===== config.mk =====
export PLATFORM = sky130hd
export DESIGN_NAME = pkt_wr_sched
export DESIGN_NICKNAME = d
export VERILOG_FILES = /design/src/rtl/pkt_wr_sched.sv
export SDC_FILE = /design/constraint.sdc
export NUM_CORES = 1
export LEC_CHECK = 0
export ABC_CLOCK_PERIOD_IN_PS = 9000
export CAP_MARGIN = 20
export CORE_AREA = 2 2 333 335
export DETAILED_ROUTE_END_ITERATION = 10
export DIE_AREA = 0 0 335 337
export GPL_ROUTABILITY_DRIVEN = 0
export GPL_TIMING_DRIVEN = 0
export HOLD_SLACK_MARGIN = 0.03
export PLACE_DENSITY = 0.54
export SLEW_MARGIN = 20
export SYNTH_ARGS = -nofsm -noshare
export SYNTH_HDL_FRONTEND = slang
export SYNTH_SLANG_ARGS = --single-unit

===== constraint.sdc =====
create_clock -name rclk -period 9 [get_ports rclk]
set_input_delay 0.9 -clock rclk [delete_from_list [all_inputs] [get_ports rclk]]
set_output_delay 0.9 -clock rclk [all_outputs]
set_load 0.03 [all_outputs]

===== src/rtl/pkt_wr_sched.sv =====
// Write-command scheduler: buffers packet pulses from two packetizers, arbitrates
// round-robin onto the DDR command port and interleaves periodic refresh commands.
module pkt_wr_sched #(
  parameter int ADDR_W       = 24,
  parameter int REGION_WORDS = 1024,
  parameter int REF_PERIOD   = 780
) (
  input  logic              rclk,
  input  logic              rrst_n,
  input  logic              pkt0_valid,
  input  logic [255:0]      pkt0_data,
  input  logic              pkt1_valid,
  input  logic [255:0]      pkt1_data,
  input  logic [ADDR_W-1:0] base0,
  input  logic [ADDR_W-1:0] base1,
  input  logic              clr_ovf,
  output logic              cmd_valid,
  input  logic              cmd_ready,
  output logic              cmd_wr,
  output logic [ADDR_W-1:0] cmd_addr,
  output logic [255:0]      cmd_data,
  output logic              ovf0,
  output logic              ovf1,
  output logic              busy
);

  localparam int PTR_W = $clog2(REGION_WORDS);
  localparam int CNT_W = $clog2(REF_PERIOD);

  typedef enum logic [1:0] {IDLE, WR, REF} state_t;

  state_t              state_q, state_d;
  logic [1:0]          full_q, full_d;
  logic [255:0]        slot_data_q [2];
  logic [255:0]        slot_data_d [2];
  logic [PTR_W-1:0]    ptr_q [2];
  logic [PTR_W-1:0]    ptr_d [2];
  logic [CNT_W-1:0]    ref_cnt_q, ref_cnt_d;
  logic                ref_pending_q, ref_pending_d;
  logic                last_grant_q, last_grant_d;
  logic [1:0]          ovf_q, ovf_d;
  logic                cmd_valid_q, cmd_valid_d;
  logic                cmd_wr_q, cmd_wr_d;
  logic [ADDR_W-1:0]   cmd_addr_q, cmd_addr_d;
  logic [255:0]        cmd_data_q, cmd_data_d;
  logic                busy_q, busy_d;

  logic [1:0]          in_valid;
  logic [255:0]        in_data [2];
  logic [ADDR_W-1:0]   base [2];
  logic                sel;
  logic [1:0]          grant;
  logic                accept;
  logic                ref_term;

  assign in_valid   = {pkt1_valid, pkt0_valid};
  assign in_data[0] = pkt0_data;
  assign in_data[1] = pkt1_data;
  assign base[0]    = base0;
  assign base[1]    = base1;

  // Lone full slot wins; on a tie the requester that was not granted last wins.
  assign sel      = full_q[1] & (~full_q[0] | ~last_grant_q);
  assign accept   = cmd_valid_q & cmd_ready;
  assign ref_term = (ref_cnt_q == CNT_W'(REF_PERIOD - 1));

  always_comb begin
    state_d       = state_q;
    full_d        = full_q;
    slot_data_d   = slot_data_q;
    ptr_d         = ptr_q;
    ref_pending_d = ref_pending_q;
    last_grant_d  = last_grant_q;
    ovf_d         = ovf_q;
    cmd_valid_d   = cmd_valid_q;
    cmd_wr_d      = cmd_wr_q;
    cmd_addr_d    = cmd_addr_q;
    cmd_data_d    = cmd_data_q;
    grant         = 2'b00;
    ref_cnt_d     = ref_term ? '0 : ref_cnt_q + CNT_W'(1);

    case (state_q)
      IDLE: begin
        if (ref_pending_q) begin
          state_d     = REF;
          cmd_valid_d = 1'b1;
          cmd_wr_d    = 1'b0;
          cmd_addr_d  = '0;
          cmd_data_d  = '0;
        end else if (|full_q) begin
          state_d      = WR;
          grant[sel]   = 1'b1;
          cmd_valid_d  = 1'b1;
          cmd_wr_d     = 1'b1;
          cmd_data_d   = slot_data_q[sel];
          cmd_addr_d   = base[sel] + ADDR_W'({ptr_q[sel], 5'b00000});
          ptr_d[sel]   = ptr_q[sel] + PTR_W'(1);
          last_grant_d = sel;
        end
      end
      WR: begin
        if (accept) begin
          state_d     = IDLE;
          cmd_valid_d = 1'b0;
        end
      end
      REF: begin
        if (accept) begin
          state_d       = IDLE;
          cmd_valid_d   = 1'b0;
          ref_pending_d = 1'b0;
        end
      end
      default: begin
        state_d     = IDLE;
        cmd_valid_d = 1'b0;
      end
    endcase

    // A fresh expiry is never lost, even on the edge that retires a refresh.
    if (ref_term) ref_pending_d = 1'b1;

    if (clr_ovf) ovf_d = 2'b00;

    for (int i = 0; i < 2; i++) begin
      if (grant[i]) full_d[i] = 1'b0;
      if (in_valid[i]) begin
        if (!full_q[i] || grant[i]) begin
          slot_data_d[i] = in_data[i];
          full_d[i]      = 1'b1;
        end else begin
          ovf_d[i] = 1'b1;
        end
      end
    end

    busy_d = (state_d != IDLE) || (|full_d) || ref_pending_d;
  end

  always_ff @(posedge rclk or negedge rrst_n) begin
    if (!rrst_n) begin
      state_q       <= IDLE;
      full_q        <= 2'b00;
      slot_data_q   <= '{default: '0};
      ptr_q         <= '{default: '0};
      ref_cnt_q     <= '0;
      ref_pending_q <= 1'b0;
      last_grant_q  <= 1'b1;
      ovf_q         <= 2'b00;
      cmd_valid_q   <= 1'b0;
      cmd_wr_q      <= 1'b0;
      cmd_addr_q    <= '0;
      cmd_data_q    <= '0;
      busy_q        <= 1'b0;
    end else begin
      state_q       <= state_d;
      full_q        <= full_d;
      slot_data_q   <= slot_data_d;
      ptr_q         <= ptr_d;
      ref_cnt_q     <= ref_cnt_d;
      ref_pending_q <= ref_pending_d;
      last_grant_q  <= last_grant_d;
      ovf_q         <= ovf_d;
      cmd_valid_q   <= cmd_valid_d;
      cmd_wr_q      <= cmd_wr_d;
      cmd_addr_q    <= cmd_addr_d;
      cmd_data_q    <= cmd_data_d;
      busy_q        <= busy_d;
    end
  end

  assign cmd_valid = cmd_valid_q;
  assign cmd_wr    = cmd_wr_q;
  assign cmd_addr  = cmd_addr_q;
  assign cmd_data  = cmd_data_q;
  assign ovf0      = ovf_q[0];
  assign ovf1      = ovf_q[1];
  assign busy      = busy_q;

endmodule


==> metrics.md <==
| Metric | Value |
|---|---|
| Mapped Nets | 3187 |
| Distinct cells, synth | 46 |
| Synthesis-stage register bit count | 833 |
| Post-DP Area | 0.04471 sq mm |
| Worst setup path end | cmd_addr[23] |
| Clock sink count | 833 |
| Outcome | complete, no violations |
| Main synth FF type | dfrtp_1 |
| Post-route minimum period | 4680 ps |
| NetSw | 7.288 mW |
| Crit. path cell count | 15 |
| CP Cell Sequence | a21bo_4 -> buf_2 -> buf_2 -> buf_2 -> clkbuf_1 -> nand2_1 -> nand2_1 -> ha_1 -> fa_1 -> and3_1 -> o211ai_1 -> o211ai_1 -> nand3_1 -> xnor2_1 -> o21ai_0 |
| CP Class | reg2reg |
| Kind of end point of the critical path | register |
| Final hold slack | 185.5 ps |
| Layout area overhead | 40.44% |
| Final core occ | 43.80% |
| Total die area | 0.1129 sq mm |
| Largest net degree at the start of global routing | 140 |
| Row count | 122 |
| Layout cells sized above 1 | 21.39% |
| Power per cell area | 398.3 mW/mm^2 |
| Seq pwr share | 34.6% |
| Overall routed net length | 120.0 mm |
| Most frequent cell on the critical path | buf_2 |
| Routed vias/inst | 4.717 |
| R2R cell count | 15 |
| CTS H-tree depth | 3 |
| Internal power | 11.83 mW |
| Req. time, crit path | 9520 ps |
| Crit path buf inv count | 4 |
| Lkg Pwr | 20.94 nW |
| Post-layout net count | 4145 |
| Setup TNS | 0 ps |
| Max-Cap Viols | 0 |
| Max Clock Skew | 22.60 ps |
| Post-cts gate resize count | 0 |
| Worst-path clk slew | 60 ps |
| Avg Cell Area, Syn | 13.12 sq um |
| Worst R2R End | cmd_addr[23] |
| Max frequency | 213.7 MHz |
| Final hold viol count | 0 |
| First-pass GRT wire length | 171.4 mm |
| Overall routing resource usage | 20.79% |
| Area of the placeable core | 0.1096 sq mm |
| Remaining global-route overflow | 0 |
| HP Class | in2async |
| Register area share after synthesis | 60.99% |
| EDFF count, synth | 0 |
| # fillers | 10.31k |
| Switching share of power | 38.12% |
| Die Y | 337 um |
| Max-slew violations | 0 |
| Worst setup path start | last_grant_q |
| CTS root buf | clkbuf_16 |
| Clock power frac | 20.8% |
| Detailed Routing Iterations Pass 1 | 5 |
| # setup viols final | 0 |
| R2R Path Start | last_grant_q |
| Latest clock arrival within the worst-skew pair | 660 ps |
| Mapped cell area | 0.03418 sq mm |
| Post-Syn Instances | 2605 |
| DRC errors left | 0 |
| Die width | 335 um |
| Number of global-route vias before repair | 25.10k |
| Initial DRC Count | 1016 |
| Critical path's largest stage delay | 550 ps |
| Total CTS buffers | 97 |
| Worst vdd ir | 178.8 uV |
| Yosys Warn Count | 0 |
| Crit-path max FO | 10 |
| Via count | 24.03k |
| IO Count | 851 |
| Finished Cell Area | 0.04800 sq mm |
| Slew @ Worst Pin | 945.5 ps |
| RSZ-0062 raised after global routing | false |
| Initial antenna violation count | 67 |
| Slew margin rel. | 36.97% |
| Startpoint types | register |
| Antenna viol nets, final | 0 |
| Max Root-Sink Buffers | 3 |
| Post CTS Setup Buffer Count | 0 |
| FF-to-FF setup slack | 4320 ps |
| Starting Density | 31.19% |
| CTS tree | built |
| Post-DP HPWL | 90.36 mm |
| Hold-fix buffers, CTS | 0 |
| Gate power share | 44.6% |
| Input/output buffers | 850 |
| Final Cycle Share | 52.00% |
| DR WL/cell | 23.56 um |
| Data arrival, critical path | 5200 ps |
| Synth async-reset ratio | 100.0% |
| Delay-heaviest family, CP | buffers and inverters |
| CP max-delay cell | dfstp_2 |
-- power groups by stage --
stage,Combinational [mW],Clock [mW],Sequential [mW]
floorplan,4.23,0,7.58
global route,9.24,4.24,6.83
global placement,8.56,0,6.71
finish,8.53,3.97,6.61
detailed placement,8.68,0,6.67
CTS,8.70,4.08,6.62
-- per-stage QoR --
| step | total power, mW | instances | worst slack [ps] |
|---|---|---|---|
| floorplan | 11.81 | 2605 | 5507 |
| global placement | 15.26 | 4881 | -33410 |
| detailed placement | 15.35 | 4890 | 4334 |
| CTS | 19.41 | 5063 | 4310 |
| global route | 20.31 | 5089 | 4080 |
| finish | 19.12 | 5094 | 4320 |
-- cells in the mapped netlist, types with 9 or more instances --
cell type,n,share of area [%]
mux2_2,513,17
xnor2_1,26,0.67
buf_2,88,1.3
ha_1,15,0.55
o21ai_0,286,4.2
mux2i_1,271,7.9
clkbuf_1,64,0.70
xor2_1,17,0.44
a21oi_1,9,0.13
dfrtp_1,832,61
nor2_1,19,0.21
nand3_1,17,0.25
nand2_1,360,4.0
inv_1,11,0.12
-- layout by cell type (no fill, tap or decap), types with 4 or more instances in the layout --
cell type / Yosys / layout
a22o_1: 6 / 6
mux2i_1: 271 / 271
nor2_1: 19 / 19
clkbuf_1: 64 / 80
and3_1: 6 / 6
clkdlybuf4s50_1: 0 / 849
nand4_1: 8 / 8
nand3_1: 17 / 17
o21ai_0: 286 / 286
nor3_1: 6 / 6
mux2_2: 513 / 513
dfrtp_1: 832 / 832
a21o_1: 8 / 8
nand2_1: 360 / 360
o31ai_1: 4 / 4
clkinv_2: 0 / 18
buf_2: 88 / 88
xnor2_1: 26 / 26
bufinv_16: 0 / 6
a21oi_1: 9 / 9
diode_2: 0 / 31
buf_16: 0 / 8
clkbuf_8: 0 / 27
ha_1: 15 / 15
inv_1: 11 / 11
xor2_1: 17 / 17
clkbuf_16: 0 / 97
-- cell type report --
| cell class | count | area (sq um) | share of cell area [%] |
|---|---|---|---|
| well taps | 1426 | 1784 | 3.717 |
| clock inverters | 30 | 337.8 | 0.7038 |
| repair buffers | 859 | 8741 | 18.21 |
| clock buffers | 143 | 2870 | 5.980 |
| multi-input cells | 1606 | 12600 | 26.25 |
| flip-flops and latches | 833 | 20850 | 43.43 |
| plain buffers | 155 | 703.2 | 1.465 |
| inverters | 11 | 41.29 | 0.08602 |
| diodes | 31 | 77.57 | 0.1616 |
-- cell families (layout without fill, tap and decap cells) --
logic type	Yosys count	in the layout	share of synthesized area (%)
AO/OA/AOI/OAI	328	328	5.099
XOR/XNOR	43	43	1.102
adder cells (fa/ha/maj)	16	16	0.6077
buffers and inverters	166	1198	2.167
flip-flops	833	833	60.99
multiplexers	785	785	24.88
other	0	31	0
AND/OR/NAND/NOR	434	434	5.154
-- state kept, by name, summed over array words and instances (netlist names), 2 cells and up --
register,flops
state_q,2
cmd_addr,24
full_q,2
slot_data_q,512
ovf_q,2
cmd_data,256
ptr_q,20
ref_cnt_q,10
-- metal layers --
metal,wire length (um),GRT usage [%],part of all wire (%),vias up
met2,58330,34.55,49,708
met5,349,0,0.29,-
met4,3828,7.824,3.2,58
li1,-,-,-,11040
met1,46990,24.03,39,12000
met3,10530,8.409,8.8,220
-- worst min-delay path by stage --
stage / start / to / slack, ps / cells past startpoint
after floorplan: ref_cnt_q[0] / ref_cnt_q[0] / 430 / 1
after global placement: ref_cnt_q[0] / ref_cnt_q[0] / 450 / 1
after detailed placement: ref_cnt_q[0] / ref_cnt_q[0] / 450 / 1
after CTS: rrst_n / slot_data_q[478] / 170 / 1
after global routing: rrst_n / slot_data_q[475] / 190 / 1
final: rrst_n / slot_data_q[223] / 190 / 1
(Power assumes the default switching activity.)
